==> config.mk <==
export PLATFORM = sky130hd
export DESIGN_NAME = uart_tx_arb
export DESIGN_NICKNAME = d
export VERILOG_FILES = /design/src/rtl/uart_pkg.sv /design/src/rtl/rr_pick.sv /design/src/rtl/uart_tx_arb.sv
export SDC_FILE = /design/constraint.sdc
export NUM_CORES = 1
export LEC_CHECK = 0
export ABC_AREA = 0
export CORE_ASPECT_RATIO = 0.5
export CORE_MARGIN = 2
export CORE_UTILIZATION = 40
export CTS_CLUSTER_DIAMETER = 120
export CTS_CLUSTER_SIZE = 30
export DETAILED_ROUTE_END_ITERATION = 10
export PLACE_DENSITY = 0.84
export SLEW_MARGIN = 10
export SYNTH_ARGS = -nofsm -noshare
export SYNTH_HDL_FRONTEND = slang
export SYNTH_SLANG_ARGS = --single-unit
==> constraint.sdc <==
create_clock -name clk_i -period 3.1 [get_ports clk_i]
set_clock_uncertainty 0.15 [all_clocks]
set_input_delay 0.775 -clock clk_i [delete_from_list [all_inputs] [get_ports clk_i]]
set_output_delay 0.775 -clock clk_i [all_outputs]
set_load 0.01 [all_outputs]
==> src/rtl/uart_pkg.sv <==
// Shared types and helpers for the UART transmit arbiter.
package uart_pkg;

    localparam int unsigned BYTE_W = 8;

    typedef enum logic {
        ARB  = 1'b0,
        LOCK = 1'b1
    } arb_state_t;

    // Index width for n requesters (at least one bit)
    function automatic int unsigned idx_w(input int unsigned n);
        return (n > 1) ? $clog2(n) : 1;
    endfunction

endpackage

==> src/rtl/rr_pick.sv <==
// Combinational round-robin picker: first requester after last_owner, wrapping.
module rr_pick
    import uart_pkg::*;
#(
    parameter int unsigned N  = 4,
    parameter int unsigned IW = idx_w(N)
) (
    input  logic [N-1:0]  req,
    input  logic [IW-1:0] last_owner,
    output logic [N-1:0]  winner,
    output logic [IW-1:0] winner_idx
);

    int unsigned   pos;
    logic [IW-1:0] idx;
    logic          found;

    // Scan N positions starting just after last_owner
    always_comb begin
        winner     = '0;
        winner_idx = '0;
        found      = 1'b0;
        pos        = 0;
        idx        = '0;
        for (int unsigned i = 1; i <= N; i++) begin
            pos = (32'(last_owner) + i) % N;
            idx = IW'(pos);
            if (!found && req[idx]) begin
                found       = 1'b1;
                winner[idx] = 1'b1;
                winner_idx  = idx;
            end
        end
    end

endmodule

==> src/rtl/uart_tx_arb.sv <==
// Packet-locked round-robin arbiter feeding one UART transmitter byte stream.
// Optional feature macro: UART_TX_ARB_TIMEOUT_EN (forced release of an idle lock).
module uart_tx_arb
    import uart_pkg::*;
#(
    parameter int unsigned NUM_SRC     = 4,
    parameter int unsigned TIMEOUT_CYC = 1024
) (
    input  logic                            clk_i,
    input  logic                            rst_i,
    input  logic [NUM_SRC-1:0][BYTE_W-1:0]  src_data_i,
    input  logic [NUM_SRC-1:0]              src_vld_i,
    input  logic [NUM_SRC-1:0]              src_last_i,
    output logic [NUM_SRC-1:0]              src_rdy_o,
    output logic [BYTE_W-1:0]               uart_tx_data_o,
    output logic                            uart_tx_data_vld_o,
    input  logic                            uart_tx_data_rdy_i,
    output logic [NUM_SRC-1:0]              grant_o,
    output logic                            timeout_o
);

    localparam int unsigned IW = idx_w(NUM_SRC);

    arb_state_t           state;
    logic [IW-1:0]        owner;
    logic [IW-1:0]        last_owner;
    logic [NUM_SRC-1:0]   win_oh;
    logic [IW-1:0]        win_idx;
    logic                 owner_vld;
    logic                 owner_last;
    logic [BYTE_W-1:0]    owner_data;
    logic                 slot_free;
    logic                 accept;
    logic                 expire;

    rr_pick #(
        .N  (NUM_SRC),
        .IW (IW)
    ) u_pick (
        .req        (src_vld_i),
        .last_owner (last_owner),
        .winner     (win_oh),
        .winner_idx (win_idx)
    );

    // Owner view, ready steering and byte acceptance
    always_comb begin
        owner_vld  = src_vld_i[owner];
        owner_last = src_last_i[owner];
        owner_data = src_data_i[owner];
        slot_free  = ~uart_tx_data_vld_o | uart_tx_data_rdy_i;
        src_rdy_o  = '0;
        if (state == LOCK) begin
            src_rdy_o[owner] = slot_free;
        end
        accept = (state == LOCK) && owner_vld && slot_free;
    end

    // Single-entry output register toward the transmitter
    always_ff @(posedge clk_i) begin
        if (rst_i) begin
            uart_tx_data_o     <= '0;
            uart_tx_data_vld_o <= 1'b0;
        end else if (accept) begin
            uart_tx_data_o     <= owner_data;
            uart_tx_data_vld_o <= 1'b1;
        end else if (uart_tx_data_rdy_i) begin
            uart_tx_data_vld_o <= 1'b0;
        end
    end

`ifdef UART_TX_ARB_TIMEOUT_EN
    localparam int unsigned TW = $clog2(TIMEOUT_CYC) + 1;

    logic [TW-1:0] idle_cnt;

    always_comb begin
        expire = (state == LOCK) && !owner_vld && (idle_cnt == TW'(TIMEOUT_CYC - 1));
    end

    // Count owner-idle lock cycles; the pulse marks a forced release
    always_ff @(posedge clk_i) begin
        if (rst_i) begin
            idle_cnt  <= '0;
            timeout_o <= 1'b0;
        end else begin
            timeout_o <= expire;
            if ((state != LOCK) || accept || expire) begin
                idle_cnt <= '0;
            end else if (!owner_vld) begin
                idle_cnt <= idle_cnt + TW'(1);
            end
        end
    end
`else
    assign expire    = 1'b0;
    assign timeout_o = 1'b0;
`endif

    // Arbitration FSM: pick in ARB, hold the lock until last (or forced release)
    always_ff @(posedge clk_i) begin
        if (rst_i) begin
            state      <= ARB;
            owner      <= '0;
            last_owner <= IW'(NUM_SRC - 1);
            grant_o    <= '0;
        end else begin
            case (state)
                ARB: begin
                    if (|src_vld_i) begin
                        state   <= LOCK;
                        owner   <= win_idx;
                        grant_o <= win_oh;
                    end
                end
                LOCK: begin
                    if ((accept && owner_last) || expire) begin
                        state      <= ARB;
                        last_owner <= owner;
                        grant_o    <= '0;
                    end
                end
            endcase
        end
    end

endmodule

==> flow_metrics.py <==
metrics = {
    "grt": {
        "antenna_found_initial": 0,
        "grt_usage": 0.179,
        "grt_pass1_wl_um": 5690,
        "grt_max_degree": 19,
        "grt_pass1_vias": 1392,
        "grt_overflow_total": 0,
    },
    "finish": {
        "multi_input_area_sq_um": 943,
        "final.fill_count": 281,
        "drive_above_1_share": 0.154,
        "seq_area_sq_um": 360,
        "area_delta_synth_final_pct": 50.5,
        "layout_commonest_cell": "clkdlybuf4s50_1",
        "layout.nets": 253,
        "antenna_cells": 0,
        "final_cell_mix": "55 x clkdlybuf4s50_1, 18 x dfxtp_1, 16 x mux2i_1",
    },
    "synth": {
        "synth.avg_cell_area_sq_um": 10.0,
        "synth-seq-cells": 18,
        "synth_simple_gate_area_share": 0.132,
        "yosys.area_share.xor_xnor": 0,
        "ys_seq_area_frac": 0.257,
        "synth_adder_area_share": 0.0713,
        "muxShareOfSynthArea": 0.347,
        "synth.distinct_cells": 31,
        "synth_top_family_by_area": "multiplexers",
        "syn_area_sq_um": 1400,
        "synthCells": 140,
        "synth_nets": 191,
        "synth-compound-area-share": 0.119,
        "yosysWarningCount": 0,
    },
    "timing": {
        "post-route-min-period_ns": 2.89,
        "timing.setup.tns_ns": 0,
        "period_share": 0.931,
        "maxSlewHeadroom": 0.470,
        "setup_viol": 0,
        "clock.fmax_mhz": 346,
        "rsz0062_at_grt": "false",
        "hold_viol": 0,
        "worstMarginPinSlew_ns": 0.792,
        "report.final.slew_viol_count": 0,
    },
    "placed_design": {
        "hpwl_um": 2850,
        "gp_congestion": 0.804,
        "port_buffers": 59,
    },
    "die": {
        "core_area_sq_um": 3400,
        "dieArea_sq_um": 4030,
        "die_y_um": 45.9,
        "die_width_um": 87.8,
        "row_count": 15,
        "start_util": 0.413,
        "io_pins": 61,
    },
    "clocking": {
        "cts_max_path_buffers": 2,
        "tritoncts": "built",
        "postCtsSetupBuffers": 0,
        "cts.sinks": 18,
        "cts_repair_resize_count": 4,
        "hold_buffers": 0,
        "path_clk_slew_ns": 0.07,
        "cts_root_buf": "clkbuf_8",
        "insertion_delay_ns": 0.25,
        "htreeDepth": 1,
        "numCtsBuffers": 3,
    },
    "setup_path": {
        "end_kind": "primary output",
        "critPathLaunchType": "input port",
        "crit_type": "in -> out",
        "ff2ff_setup_slack_ns": 0.55,
        "rr_startpoint": "last_owner[0]",
        "cp_max_fo": 4,
        "required_ns": 2.17,
        "ff2ff_path_depth": 7,
        "rr_endpoint": "grant_o[0]",
        "crit_arrival_ns": 1.96,
    },
    "power_and_ir_drop": {
        "combPwrFrac": 0.444,
        "powerDensity_nw_per_um2": 399,
        "netSwitchingFraction": 0.304,
        "switching_power_uw": 257,
        "finalPower_uw": 843,
        "cell_internal_pwr_uw": 587,
        "pwr-share-clk": 0.225,
        "vdd_drop_max_v": 0.000152,
        "p_seq_frac": 0.331,
        "leakage_nw": 0.876,
    },
    "route": {
        "dr.pass1.iters": 4,
        "drc": 0,
        "drtIter0Drc": 32,
        "avgRoutedWirePerCell_um": 14.2,
        "wl_um": 3580,
        "vias": 1347,
        "postRouteAntennaNets": 0,
        "detail_route.vias_per_cell": 5.35,
    },
    "status": {
        "status": "completed",
    },
    "min_path": {
        "hold_path.startpoint": "uart_tx_data_o[0]",
        "holdPathStages": 2,
        "min_to": "uart_tx_data_o[0]",
        "hold_path_class": "reg -> reg",
    },
    "flow_run": {
        "cap_violations": 0,
    },
}
## layer usage
layer,track usage,vias up,wire (um)
met5,0,-,0
met4,0.0523,0,21
met2,0.371,37,2080
met3,0.0290,2,143
met1,0.191,669,1330
li1,-,639,-
## through the flow
step | util | hold slack, ns | worst slack, ns | area (sq um) | instances
after global routing | 0.622 | 0.373 | 0.110 | 2110 | 252
final | 0.622 | 0.347 | 0.213 | 2110 | 252
after floorplan | - | 0.321 | 0.337 | 1400 | 140
after CTS | 0.622 | 0.354 | 0.220 | 2110 | 252
after detailed placement | 0.607 | 0.338 | -0.0643 | 2060 | 248
after global placement | 0.607 | 0.325 | -0.00458 | 2060 | 248
## cells in the mapped netlist
master    instances  share of area
a22o_1            4          0.025
a221o_1           1         0.0071
nor2_1           15          0.040
or2_1             1         0.0045
a211o_1           2          0.012
o21bai_1          1         0.0053
o22ai_1           1         0.0045
buf_6             2          0.016
nor2b_2           1         0.0062
dfxtp_1          18           0.26
a311oi_1          5          0.031
conb_1            1         0.0027
nand3_1           3          0.011
a21o_1            1         0.0053
nand2_1           9          0.024
mux4_2           14           0.22
buf_1             1         0.0027
clkbuf_1          5          0.013
nor2_2            1         0.0045
and2_1            1         0.0045
nor4b_1           1         0.0062
nor3_1            5          0.018
buf_2             2         0.0071
buf_4             3          0.016
nor4_1            1         0.0045
mux2_1            1         0.0080
mux2i_1          16           0.11
ha_1              8          0.071
inv_1             6          0.016
a21oi_1           8          0.029
nand2b_1          2         0.0089
## sequential cells by signal (all words and copies together) (netlist names)
name and cells:
uart_tx_data_o 8, state 1, grant_o 4, uart_tx_data_vld_o 1
owner 2, last_owner 2
## cell type report
class,count,share of cell area
inverter,6,0.0107
clock buffer,4,0.0261
timing repair buffer,70,0.316
sequential,18,0.171
multi-input combinational,103,0.446
tap,51,0.0302
## worst max-delay path by stage
| stage | start | endpoint | slack, ns | cells past startpoint |
|---|---|---|---|---|
| floorplan | last_owner[0] | grant_o[1] | 0.34 | 10 |
| global placement | uart_tx_data_rdy_i | src_rdy_o[2] | -0.005 | 5 |
| global route | uart_tx_data_rdy_i | src_rdy_o[2] | 0.11 | 5 |
| finish | uart_tx_data_rdy_i | src_rdy_o[0] | 0.21 | 5 |
| CTS | uart_tx_data_rdy_i | src_rdy_o[0] | 0.22 | 5 |
| detailed placement | uart_tx_data_rdy_i | src_rdy_o[2] | -0.06 | 5 |
## power by group through the flow
| stage | clock [mW] | sequential (mW) | combinational (mW) |
|---|---|---|---|
| 2_1_floorplan | 0 | 0.288 | 0.226 |
| 3_3_place_gp | 0 | 0.283 | 0.366 |
| 3_5_place_dp | 0 | 0.285 | 0.377 |
| 4_1_cts | 0.193 | 0.280 | 0.376 |
| 5_1_grt | 0.201 | 0.284 | 0.404 |
| 6_report | 0.190 | 0.279 | 0.374 |
## kinds of logic after synthesis
| logic type | after synthesis |
|---|---|
| buffers and inverters | 19 |
| AND/OR/NAND/NOR | 40 |
| AO/OA/AOI/OAI | 23 |
| flip-flops | 18 |
| adder cells (fa/ha/maj) | 8 |
| multiplexers | 31 |
| other | 1 |
## critical path, stage by stage
cell and delay, ns:
clkdlybuf4s50_1 0.45, nand2b_1 0.14, nand2_1 0.13, nor3_1 0.17, dlygate4sd2_1 0.30
Note: power is estimated with default switching activity, not from simulation.
